File: src/rtl/i1_seq_pkg.sv
// ============================================================================
// Module      : i1_seq_pkg
// Description : Shared types and constants for the i1 sequencer.
// Revision    : 1.0 - initial release
// ============================================================================
`default_nettype none

package i1_seq_pkg;

  localparam int CNT_W_DEF = 7;

  typedef enum logic [1:0] {
    IDLE = 2'd0,
    RUN  = 2'd1,
    HOLD = 2'd2,
    DONE = 2'd3
  } state_e;

  localparam logic [1:0] MODE_ONESHOT = 2'b00;
  localparam logic [1:0] MODE_RELOAD  = 2'b01;
  localparam logic [1:0] MODE_WAITACK = 2'b10;
  localparam logic [1:0] MODE_RSVD    = 2'b11;

endpackage

`default_nettype wire

File: src/rtl/i1_seq_if.sv
// ============================================================================
// Module      : i1_seq_if
// Description : Job request valid/ready channel into the i1 sequencer.
// Revision    : 1.0 - initial release
// ============================================================================
`default_nettype none

interface i1_seq_if
  import i1_seq_pkg::*;
#(
  parameter int CNT_W = CNT_W_DEF
) ();

  logic             req_valid;
  logic             req_ready;
  logic [CNT_W-1:0] req_count;
  logic [1:0]       req_mode;

  modport master (output req_valid, output req_count, output req_mode, input req_ready);
  modport slave  (input req_valid, input req_count, input req_mode, output req_ready);

endinterface

`default_nettype wire

File: src/rtl/i1_seq_downcnt.sv
// ============================================================================
// Module      : i1_seq_downcnt
// Description : Loadable, enable-gated down-counter with registered zero flag
//               and a combinational 1->0 terminal strobe.
// Revision    : 1.0 - initial release
// ============================================================================
`default_nettype none

module i1_seq_downcnt #(
  parameter int CNT_W = 7
) (
  input  logic             clk,
  input  logic             rst_n,
  input  logic             clr_i,
  input  logic             load_i,
  input  logic [CNT_W-1:0] load_val_i,
  input  logic             dec_i,
  output logic [CNT_W-1:0] count_o,
  output logic             zero_o,
  output logic             term_o
);

  logic [CNT_W-1:0] cnt_q, cnt_d;
  logic             zero_q;

  // Clear beats load beats decrement; a reload on the terminal step lands here as a load.
  always_comb begin
    cnt_d = cnt_q;
    if (clr_i) begin
      cnt_d = '0;
    end else if (load_i) begin
      cnt_d = load_val_i;
    end else if (dec_i) begin
      cnt_d = cnt_q - CNT_W'(1);
    end
  end

  always_ff @(posedge clk or negedge rst_n) begin
    if (!rst_n) begin
      cnt_q  <= '0;
      zero_q <= 1'b1;
    end else begin
      cnt_q  <= cnt_d;
      zero_q <= (cnt_d == '0);
    end
  end

  assign term_o  = dec_i & (cnt_q == CNT_W'(1));
  assign count_o = cnt_q;
  assign zero_o  = zero_q;

endmodule

`default_nettype wire

File: src/rtl/i1_seq_ctrl.sv
// ============================================================================
// Module      : i1_seq_ctrl
// Description : Job sequencer: valid/ready accept, down-count, registered
//               run/hold/done status. Macro I1_SEQ_WRAPCNT_EN enables wrap_cnt.
// Revision    : 1.0 - initial release
// ============================================================================
`default_nettype none

module i1_seq_ctrl
  import i1_seq_pkg::*;
#(
  parameter int CNT_W  = CNT_W_DEF,
  parameter int WRAP_W = 4
) (
  input  logic              clk,
  input  logic              rst_n,
  input  logic              en,
  input  logic              ack,
  input  logic              abort,
  i1_seq_if.slave           req,
  output logic [CNT_W-1:0]  count_o,
  output logic              cnt_zero,
  output logic              busy,
  output logic              hold_o,
  output logic              done_pulse,
  output logic [WRAP_W-1:0] wrap_cnt
);

  state_e           state_q, state_d;
  logic [1:0]       mode_q;
  logic [CNT_W-1:0] rld_q;
  logic             busy_q, hold_q, done_q, done_d;
  logic             accept, run_step, term, reload;

  assign req.req_ready = rst_n & en & (state_q == IDLE) & ~abort;
  assign accept        = req.req_valid & req.req_ready;
  assign run_step      = (state_q == RUN) & en;
  assign reload        = term & (mode_q == MODE_RELOAD) & ~abort;

  i1_seq_downcnt #(.CNT_W(CNT_W)) u_downcnt (
    .clk        (clk),
    .rst_n      (rst_n),
    .clr_i      (abort),
    .load_i     (accept | reload),
    .load_val_i (accept ? req.req_count : rld_q),
    .dec_i      (run_step),
    .count_o    (count_o),
    .zero_o     (cnt_zero),
    .term_o     (term)
  );

  always_comb begin
    state_d = state_q;
    done_d  = 1'b0;
    if (abort) begin
      state_d = IDLE;
    end else begin
      case (state_q)
        IDLE: if (accept) begin
          if (req.req_count == '0) begin
            state_d = DONE;
            done_d  = 1'b1;
          end else begin
            state_d = RUN;
          end
        end
        RUN: if (term) begin
          case (mode_q)
            MODE_RELOAD:  state_d = RUN;
            MODE_WAITACK: state_d = HOLD;
            MODE_ONESHOT, MODE_RSVD: begin
              state_d = DONE;
              done_d  = 1'b1;
            end
            default: state_d = DONE;
          endcase
        end
        HOLD: if (ack && en) begin
          state_d = IDLE;
          done_d  = 1'b1;
        end
        DONE:    state_d = IDLE;
        default: state_d = IDLE;
      endcase
    end
  end

  // Status is registered off the next state so it lines up with the state register.
  always_ff @(posedge clk or negedge rst_n) begin
    if (!rst_n) begin
      state_q <= IDLE;
      mode_q  <= MODE_ONESHOT;
      rld_q   <= '0;
      busy_q  <= 1'b0;
      hold_q  <= 1'b0;
      done_q  <= 1'b0;
    end else begin
      state_q <= state_d;
      busy_q  <= (state_d != IDLE);
      hold_q  <= (state_d == HOLD);
      done_q  <= done_d;
      if (accept) begin
        mode_q <= req.req_mode;
        rld_q  <= req.req_count;
      end
    end
  end

  assign busy       = busy_q;
  assign hold_o     = hold_q;
  assign done_pulse = done_q;

`ifdef I1_SEQ_WRAPCNT_EN
  logic [WRAP_W-1:0] wrap_q;

  always_ff @(posedge clk or negedge rst_n) begin
    if (!rst_n) begin
      wrap_q <= '0;
    end else if (accept) begin
      wrap_q <= '0;
    end else if (reload && (wrap_q != '1)) begin
      wrap_q <= wrap_q + WRAP_W'(1);
    end
  end

  assign wrap_cnt = wrap_q;
`else
  assign wrap_cnt = '0;
`endif

endmodule

`default_nettype wire

File: src/flat_wrapper.sv
// flat-port wrapper written by rule: the top's interface ports become plain ports
module i1_seq_ctrl_flat import i1_seq_pkg::*;
#(
  parameter int CNT_W  = CNT_W_DEF,
  parameter int WRAP_W = 4
)
  (clk, rst_n, en, ack, abort, count_o, cnt_zero, busy, hold_o, done_pulse, wrap_cnt, req_req_valid, req_req_count, req_req_mode, req_req_ready);
  i1_seq_if #(.CNT_W(CNT_W)) req_i ();
  input  logic clk;
  input  logic rst_n;
  input  logic en;
  input  logic ack;
  input  logic abort;
  output logic [CNT_W-1:0] count_o;
  output logic cnt_zero;
  output logic busy;
  output logic hold_o;
  output logic done_pulse;
  output logic [WRAP_W-1:0] wrap_cnt;
  input wire logic [$bits(req_i.req_valid)-1:0] req_req_valid;
  input wire logic [$bits(req_i.req_count)-1:0] req_req_count;
  input wire logic [$bits(req_i.req_mode)-1:0] req_req_mode;
  output wire logic [$bits(req_i.req_ready)-1:0] req_req_ready;
  assign req_i.req_valid = req_req_valid;
  assign req_i.req_count = req_req_count;
  assign req_i.req_mode = req_req_mode;
  assign req_req_ready = req_i.req_ready;
  i1_seq_ctrl #(.CNT_W(CNT_W), .WRAP_W(WRAP_W)) u_core (.clk(clk), .rst_n(rst_n), .en(en), .ack(ack), .abort(abort), .req(req_i), .count_o(count_o), .cnt_zero(cnt_zero), .busy(busy), .hold_o(hold_o), .done_pulse(done_pulse), .wrap_cnt(wrap_cnt));
endmodule
File: config.mk
export PLATFORM = sky130hd
export DESIGN_NAME = i1_seq_ctrl_flat
export DESIGN_NICKNAME = d
export VERILOG_FILES = /design/src/rtl/i1_seq_pkg.sv /design/src/rtl/i1_seq_if.sv /design/src/rtl/i1_seq_downcnt.sv /design/src/rtl/i1_seq_ctrl.sv /design/src/flat_wrapper.sv
export SDC_FILE = /design/constraint.sdc
export NUM_CORES = 1
export LEC_CHECK = 0
export BUFFER_PORTS_ARGS = -buffer_cell sky130_fd_sc_hd__buf_4
export CAP_MARGIN = 20
export CORE_MARGIN = 1
export CORE_UTILIZATION = 30
export DETAILED_ROUTE_END_ITERATION = 16
export PLACE_DENSITY = 0.47
export SETUP_SLACK_MARGIN = 0.3
export SLEW_MARGIN = 40
export SYNTH_ARGS = -nofsm -noshare
export SYNTH_HDL_FRONTEND = slang
export SYNTH_SLANG_ARGS = --single-unit
File: constraint.sdc
create_clock -name clk -period 2.6 [get_ports clk]
set_input_delay 0.26 -clock clk [delete_from_list [all_inputs] [get_ports clk]]
set_output_delay 0.26 -clock clk [all_outputs]
set_load 0.05 [all_outputs]
==> metrics.txt <==
die width=67.4 um; max incr delay on CP=0.53 ns; largest family of logic cells by synthesized area=simple AND/OR/NAND/NOR gates; Worst Setup Path Type=register to register; Synth Area in Compound Gates=0.147; Post-Syn Instances=131; Cell Pwr Density=561 nW/um^2; Critical Path Source=u_core.state_q[1]; Hold WC Path Type=input pin to register; post-synth cell types=45; vias in the first global route=1114; wire length per cell=15.8 um; clk slew on worst S/H paths=0.08 ns; Row Count=23; worst hold start=req_req_mode[0]; adder-cell area share of the yosys netlist=0.0487; pre-CTS setup slack=0.364 ns; relative slew slack=0.602; DPL Wire Length=2500 um; Crit. End Element=register; Slew Viols, Final=0; die area=4550 um^2; remaining global-route overflow=0; Placed Cells=203; drt first pass iters=4; Routed Antenna Nets=0; Synth Cell Area=1280 um^2; Area Growth Syn to Fin=25.1%; Crit path required time=2.77 ns; dominant synthesized flop cell=dfrtp_1; CP max stage cell=or4_1; mux contribution to synthesized area=0.0428; minimum clock period=2.14 ns; pin count of the biggest net entering global routing=23; Core Region=4060 um^2; critical path launch point type=register; Max Clk Rate=468 MHz; outcome=finished, final reports clean; Post-Syn Area per Cell=9.81 um^2; share of flip-flops with an asynchronous set or reset=1.00; EDFF count, synth=0; CTS tree=done; antenna cell count=0; fin cells=210; xor and xnor fraction of the mapped netlist area=0.0273; endpoints failing hold=0; Die Height=67.4 um; io pins=31; post-synthesis register bit count=22; crit-path cells=or4bb_1 -> nor2_4 -> or2_2 -> or4_1 -> a2111oi_2; first-pass GRT wire length=5270 um; slack of the critical path=0.463 ns; drt via density=5.21; Leakage=0.000737 uW; Synth Area in Simple Gates=0.242; CTS Buf Count=3; initial antenna violation count=0; hold_ws=0.200 ns; RSZ-0062 raised after global routing=false; GP Congestion=0.863; slew of the pin with the lowest slew margin=0.595 ns; GRT Overall Usage=0.162; setup TNS=0 ns; FF-to-FF Start=u_core.state_q[1]; final wirelength=3320 um; Max-Cap Viols=0; Max clock buf depth=2; layout cell share with drive strength beyond 1=0.325; clk_lat worst skew=0.27 ns; critical path peak fanout=10; Root Driver=clkbuf_8; drt drc=0; Clock Skew=0.00184 ns; DP Area=1510 um^2; nets=181; period utilisation layout=0.822; routed vias=1095; Worst Path Arrival=2.31 ns; H-tree level count=1; register area share after synthesis=0.429; drt initial violations=43; Synth warnings=0; port bufs=26; final instance area=1610 um^2; # fillers=414; initial core utilization=0.317; CTS Sinks=22; worst vdd ir=180 uV; R2R Setup Slk=0.46 ns; Finish-stage setup viols=0
-- final timing paths --
path	endpoint	cells after the start
setup / recovery	u_core.u_downcnt.zero_o	5
hold / removal	u_core.mode_q[0]	3
setup reg to reg	u_core.u_downcnt.zero_o	5
hold reg to reg	u_core.rld_q[6]	2
max in group asynchronous	u_core.u_downcnt.zero_o	3
min in group asynchronous	u_core.mode_q[0]	3
-- flip-flops by register name, summed over array words and instances (netlist names) --
signal / count
u_core.busy: 1
u_core.done_pulse: 1
u_core.hold_o: 1
u_core.mode_q: 2
u_core.rld_q: 7
u_core.state_q: 2
u_core.u_downcnt.count_o: 7
u_core.u_downcnt.zero_o: 1
-- cells in the mapped netlist, drive strengths merged (3+ instances only) --
library cell  instances  area [um^2]
nand2b                3         18.8
buf                   9         57.6
o21ai                 4         20.0
a211oi                4         40.0
inv                   5         18.8
nor2                 13         51.3
nand3                 4         20.0
mux2                  4         45.0
dfrtp                21          526
nand2                13         48.8
nor3                  4         20.0
a31oi                 4         25.0
ha                    5         62.6
a21oi                 4         20.0
nor4                  4         40.0
-- stage by stage --
stage | power (uW) | utilization
6_report | 901 | 0.396
4_1_cts | 908 | 0.389
3_5_place_dp | 648 | 0.373
3_3_place_gp | 646 | 0.373
2_1_floorplan | 573 | -
5_1_grt | 953 | 0.396
-- placed cells by master (no fill, tap or decap), types with 2 or more instances in the layout --
cell type	count
dfrtp_2	3
dfrtp_1	18
nand2_1	13
clkbuf_8	4
nand4_1	2
a211oi_2	2
a211oi_1	2
nor2_1	12
ha_1	5
buf_4	30
a31oi_1	4
o21ai_0	3
xor2_1	2
a311oi_1	2
o211a_1	2
xnor2_1	2
inv_1	5
nand2b_1	2
nor3_1	4
nor4_1	3
conb_1	4
mux2_2	4
nand3_1	4
a21oi_1	4
-- where the power goes --
part / total (uW) / internal [uW] / switching (uW)
clock network: 257 / 135 / 122
registers: 414 / 387 / 27.5
logic: 230 / 88.4 / 141
total: 901 / 611 / 291
-- cell families after synthesis --
logic type,count (synthesis)
AO/OA/AOI/OAI,25
XOR/XNOR,4
adder cells (fa/ha/maj),5
buffers and inverters,14
flip-flops,22
multiplexers,5
other,1
AND/OR/NAND/NOR,55
-- area by class of cell --
cell class | count | area, um^2 | area share
clock buffer | 4 | 55.1 | 0.0342
tap | 50 | 62.6 | 0.0389
inverter | 5 | 18.8 | 0.0117
sequential | 22 | 556 | 0.346
multi-input combinational | 98 | 681 | 0.423
timing repair buffer | 31 | 235 | 0.146
-- per-layer routing --
metal / up-vias / track usage / part of all wire
met4: 0 / 0.0718 / 0.023
li1: 526 / - / -
met2: 30 / 0.279 / 0.49
met5: - / 0 / 0
met3: 6 / 0.0220 / 0.039
met1: 533 / 0.201 / 0.45
-- critical path, delay by kind of cell (launching register included) --
family	cells	cell delay, ns
and+or+nand+nor	4	1.24
AOI/OAI and AO/OA	1	0.30
DFF	1	0.48
-- what timing repair did --
action / CTS / global route
buffers inserted: 0 / 2
setup endpoints to repair: 0 / 8
hold endpoints to repair: 21 / 0
resized for setup: 0 / 3
hold buffers: 1 / 0
Power figures use the tool's default switching activity.
